===== config.mk =====
export PLATFORM = sky130hd
export DESIGN_NAME = onehot_decoder_pipe
export DESIGN_NICKNAME = d
export VERILOG_FILES = /design/src/rtl/onehot_decoder_pipe.sv
export SDC_FILE = /design/constraint.sdc
export NUM_CORES = 1
export LEC_CHECK = 0
export CAP_MARGIN = 40
export CORE_MARGIN = 5
export CORE_UTILIZATION = 56
export CTS_CLUSTER_SIZE = 40
export DETAILED_ROUTE_END_ITERATION = 6
export PLACE_DENSITY = 0.92
export SYNTH_ARGS = -nofsm -noshare
export SYNTH_HDL_FRONTEND = slang
export SYNTH_SLANG_ARGS = --single-unit

===== constraint.sdc =====
create_clock -name clk -period 3.15 [get_ports clk]
set_input_delay 0.7875 -clock clk [delete_from_list [all_inputs] [get_ports clk]]
set_output_delay 0.7875 -clock clk [all_outputs]
set_load 0.02 [all_outputs]

===== src/rtl/onehot_decoder_pipe.sv =====
// Buffered binary-to-one-hot decoder with a 2-entry skid buffer on valid/ready streams.
// Define ONEHOT_DEC_ERR_CNT_EN to add the saturating out-of-range counter port err_count.
module onehot_decoder_pipe #(
  parameter int LINES = 16,
  parameter int WIDTH = $clog2(LINES)
) (
  input  logic             clk,
  input  logic             rst,
  input  logic             bin_valid,
  output logic             bin_ready,
  input  logic [WIDTH-1:0] binary_in,
  output logic             oh_valid,
  input  logic             oh_ready,
  output logic [LINES-1:0] unitary_out,
  output logic             oh_err
`ifdef ONEHOT_DEC_ERR_CNT_EN
  ,
  output logic [7:0]       err_count
`endif
);

  typedef enum logic [1:0] {
    EMPTY = 2'd0,
    ONE   = 2'd1,
    FULL  = 2'd2
  } state_t;

  state_t state;
  state_t state_next;

  logic             accept;
  logic             pop;
  logic [LINES-1:0] new_vec;
  logic             new_err;
  logic [LINES-1:0] head_vec;
  logic             head_err;
  logic [LINES-1:0] skid_vec;
  logic             skid_err;

  assign accept = bin_valid & bin_ready;
  assign pop    = oh_valid & oh_ready;

  // Out-of-range indices match no line, so their vector is naturally all-zero.
  always_comb begin
    new_vec = '0;
    for (int i = 0; i < LINES; i++) begin
      new_vec[i] = (int'(binary_in) == i);
    end
    new_err = (int'(binary_in) >= LINES);
  end

  always_comb begin
    state_next = state;
    case (state)
      EMPTY: if (accept) state_next = ONE;
      ONE: begin
        if (accept && !pop)      state_next = FULL;
        else if (pop && !accept) state_next = EMPTY;
        else                     state_next = ONE;
      end
      FULL:    if (pop) state_next = ONE;
      default: state_next = EMPTY;
    endcase
  end

  // Handshake outputs are registered from the next state so neither depends on inputs.
  always_ff @(posedge clk) begin
    if (rst) begin
      state     <= EMPTY;
      oh_valid  <= 1'b0;
      bin_ready <= 1'b1;
      head_vec  <= '0;
      head_err  <= 1'b0;
      skid_vec  <= '0;
      skid_err  <= 1'b0;
    end else begin
      state     <= state_next;
      oh_valid  <= (state_next != EMPTY);
      bin_ready <= (state_next != FULL);
      case (state)
        EMPTY: begin
          if (accept) begin
            head_vec <= new_vec;
            head_err <= new_err;
          end
        end
        ONE: begin
          if (accept && pop) begin
            head_vec <= new_vec;
            head_err <= new_err;
          end else if (accept) begin
            skid_vec <= new_vec;
            skid_err <= new_err;
          end else if (pop) begin
            head_vec <= '0;
            head_err <= 1'b0;
          end
        end
        FULL: begin
          if (pop) begin
            head_vec <= skid_vec;
            head_err <= skid_err;
          end
        end
        default: begin
          head_vec <= '0;
          head_err <= 1'b0;
        end
      endcase
    end
  end

  assign unitary_out = head_vec;
  assign oh_err      = head_err;

`ifdef ONEHOT_DEC_ERR_CNT_EN
  logic [7:0] err_cnt;

  always_ff @(posedge clk) begin
    if (rst) begin
      err_cnt <= 8'd0;
    end else if (accept && new_err && (err_cnt != 8'hFF)) begin
      err_cnt <= err_cnt + 8'd1;
    end
  end

  assign err_count = err_cnt;
`endif

endmodule


==> out/qor.csv <==
metric;value;unit
Peak VDD IR;0.2600;mV
Fmax;0.4299;GHz
Setup Fix Bufs, Post-CTS;0;
DP HPWL;2445;microns
Rel. slew slack;0.4660;
Worst setup EP type;register;
initial drt markers;120;
Tmin final;2.326;ns
Initial Utilization;0.5944;
Tcrit/Tclk final;0.7385;
# port buffers;25;
Hold Fails Final Rpt;0;
status;complete, no violations;
Top Layer Used;met4;
largest area contributor in the netlist;dfxtp_1;
PD cells;478.8;mW/mm^2
CTS buffer count;5;
Die W;64.80;microns
worst slew pin tran;0.7996;ns
warning count from the yosys run;0;
vias in the first global route;1333;
WS Path Type;in -> reg;
cts repair resizes;0;
post-synth cell types;30;
Layout fillers;237;
drt first pass iters;5;
initial antenna violation count;0;
routed len/inst;13.57;microns
row count;19;
cell count after synthesis;213;
core box area;0.002829;sq mm
Congestion Overflow GR;0;
Worst-Skew Late Latency;0.35;ns
fin. max-slew vios;0;
sequential-to-total area share from yosys stat;0.4286;
Post-Syn Nets;222;
RSZ-0062 raised after global routing;false;
FF+latch count, synth;36;
met3 WL;196;microns
Worst EP arrival;2.61;ns
GRT Overall Usage;0.1882;
CP Launch Type;input pin;
routability cong.;0.7833;
Yosys top cell area share;0.4286;
slowest stage cell on the critical path;clkdlybuf4s50_1;
Layout Nets;241;
Post-CTS Hold Buffers;0;
Worst Path Max Fanout;29;
first-pass GRT wire length;6141;microns
Clock Skew;0.007441;ns
DRC viols;0;
fraction of layout cells with a size suffix above 1;0.07725;
critical path data required time;3.43;ns
setup TNS;0;ns
die footprint;0.004199;sq mm
Avg Vias per Cell;5.939;
H-tree levels;2;
Clock Path Buffers;2;
via count;1568;
antenna viol nets, final;0;
hold crit path type;reg -> reg;
crit-path cells;clkdlybuf4s50_1 > and4b_1 > nand2_1 > or3_1 > a21oi_1;
I/O pin cnt;27;
largest net degree at the start of global routing;36;
CTS tree;built;
WL final;3583;microns
Netlist Area Pre-Place;0.001682;sq mm
post-route cell area;0.002023;sq mm
Final Setup Violations;0;
Synth area leaders;dfxtp_1 (43%), a21oi_1 (9.8%), o21ai_0 (6.5%);
clock slew at reported path FFs;0.10;ns
height of the die;64.80;microns
crit path buf inv count;1;
Syn Area/Cell;7.895;sq um
area delta synth->final;20.31;%
CTS root buffer;clkbuf_4;
DRT met1 WL;1762;microns
DP Area;0.001928;sq mm
clock net sink count;36;
crit-path max cell delay;0.51;ns
antenna cells;0;
met2 WL post-DR;1541;microns
maxcap violations;0;
CP delay by family, top;simple AND/OR/NAND/NOR gates;
Lkg Pwr;0.0006581;uW
## logic make-up (layout without fill, tap and decap cells)
kind of cell             after synthesis  after routing  synth area share
other                                  1              1          0.002230
AND/OR/NAND/NOR                       88             88            0.3028
buffers and inverters                 19             39           0.04985
flip-flops                            36             36            0.4286
adder cells (fa/ha/maj)                1              1          0.007439
AO/OA/AOI/OAI                         68             68            0.2091
## worst register-to-register path, cell delays in order (launching register included)
cell	delay [ns]
dfxtp_1	0.77
and3b_1	0.26
a211oi_2	0.68
o21ai_0	0.22
a21oi_1	0.19
## per-stage QoR
stage          instances  total power (uW)    util  hold WS, ns  setup WS [ns]
4_1_cts              264             974.5  0.7152       0.4554         0.8488
2_1_floorplan        213             575.3       -       0.4273          1.158
6_report             264             968.7  0.7152       0.4552         0.8238
3_3_place_gp         256             615.1  0.6816       0.4341         0.5094
5_1_grt              264              1020  0.7152       0.4781         0.6517
3_5_place_dp         256             617.3  0.6816       0.4408         0.4811
## cells in the mapped netlist
cell       count
and2_1        11
or2_2          3
a31oi_1        1
clkbuf_1      10
and4b_1        1
nand2_1       20
dfxtp_1       36
or3_1         17
nand4b_1       1
o21ai_1       10
nand4bb_1      1
ha_1           1
clkbuf_2       1
a21oi_1       33
inv_2          1
nand2b_1       5
conb_1         1
nor3_1         1
nor4_1        16
and2_0         6
and2b_1        1
nor2_1         2
buf_4          1
nor2b_1        1
o211ai_1       1
o21ai_0       22
a211oi_2       1
and3b_1        1
or2_1          1
buf_2          6
## cell type report
type,instances,area (sq um),area share
multi-input combinational,158,877.1,0.4335
timing repair buffer,30,287.8,0.1422
sequential,36,720.7,0.3562
clock inverter,1,30.03,0.01484
inverter,1,3.754,0.001855
clock buffer,7,65.06,0.03216
tap,31,38.79,0.01917
## flip-flops by register name, indices dropped and copies added (netlist names)
signal / count
oh_valid: 1
unitary_out: 16
bin_ready: 1
state: 2
skid_vec: 16
## path summary, 6_finish.rpt
check	cells past startpoint	from	endpoint	slack (ns)
worst max-delay path	5	bin_valid	skid_vec[10]	0.82
worst min-delay path	2	skid_vec[15]	skid_vec[15]	0.46
worst max register to register	4	state[1]	unitary_out[9]	0.97
worst min register to register	2	skid_vec[15]	skid_vec[15]	0.46
## layout by cell type, fill, tap and decap left out, types with 2 or more instances in the layout
| master | Yosys | layout |
|---|---|---|
| dfxtp_1 | 36 | 36 |
| a21oi_1 | 33 | 33 |
| clkdlybuf4s50_1 | 0 | 25 |
| o21ai_0 | 22 | 22 |
| nand2_1 | 20 | 20 |
| or3_1 | 17 | 17 |
| nor4_1 | 16 | 16 |
| and2_1 | 11 | 11 |
| o21ai_1 | 10 | 10 |
| and2_0 | 6 | 6 |
| nand2b_1 | 5 | 5 |
| clkbuf_4 | 0 | 5 |
| buf_4 | 1 | 5 |
| or2_2 | 3 | 3 |
| nor2_1 | 2 | 2 |
| clkbuf_8 | 0 | 2 |
## power by group
group | internal, uW | switching [uW]
Clock | 211 | 150
Combinational | 48.4 | 83.2
Sequential | 465 | 11.6
## routing by layer
| layer | up-vias | track usage |
|---|---|---|
| met1 | 713 | 0.2529 |
| met2 | 56 | 0.2835 |
| met3 | 7 | 0.03627 |
| li1 | 792 | - |
| met4 | 0 | 0.1029 |
| met5 | - | 0 |
Note: power is estimated with default switching activity, not from simulation.
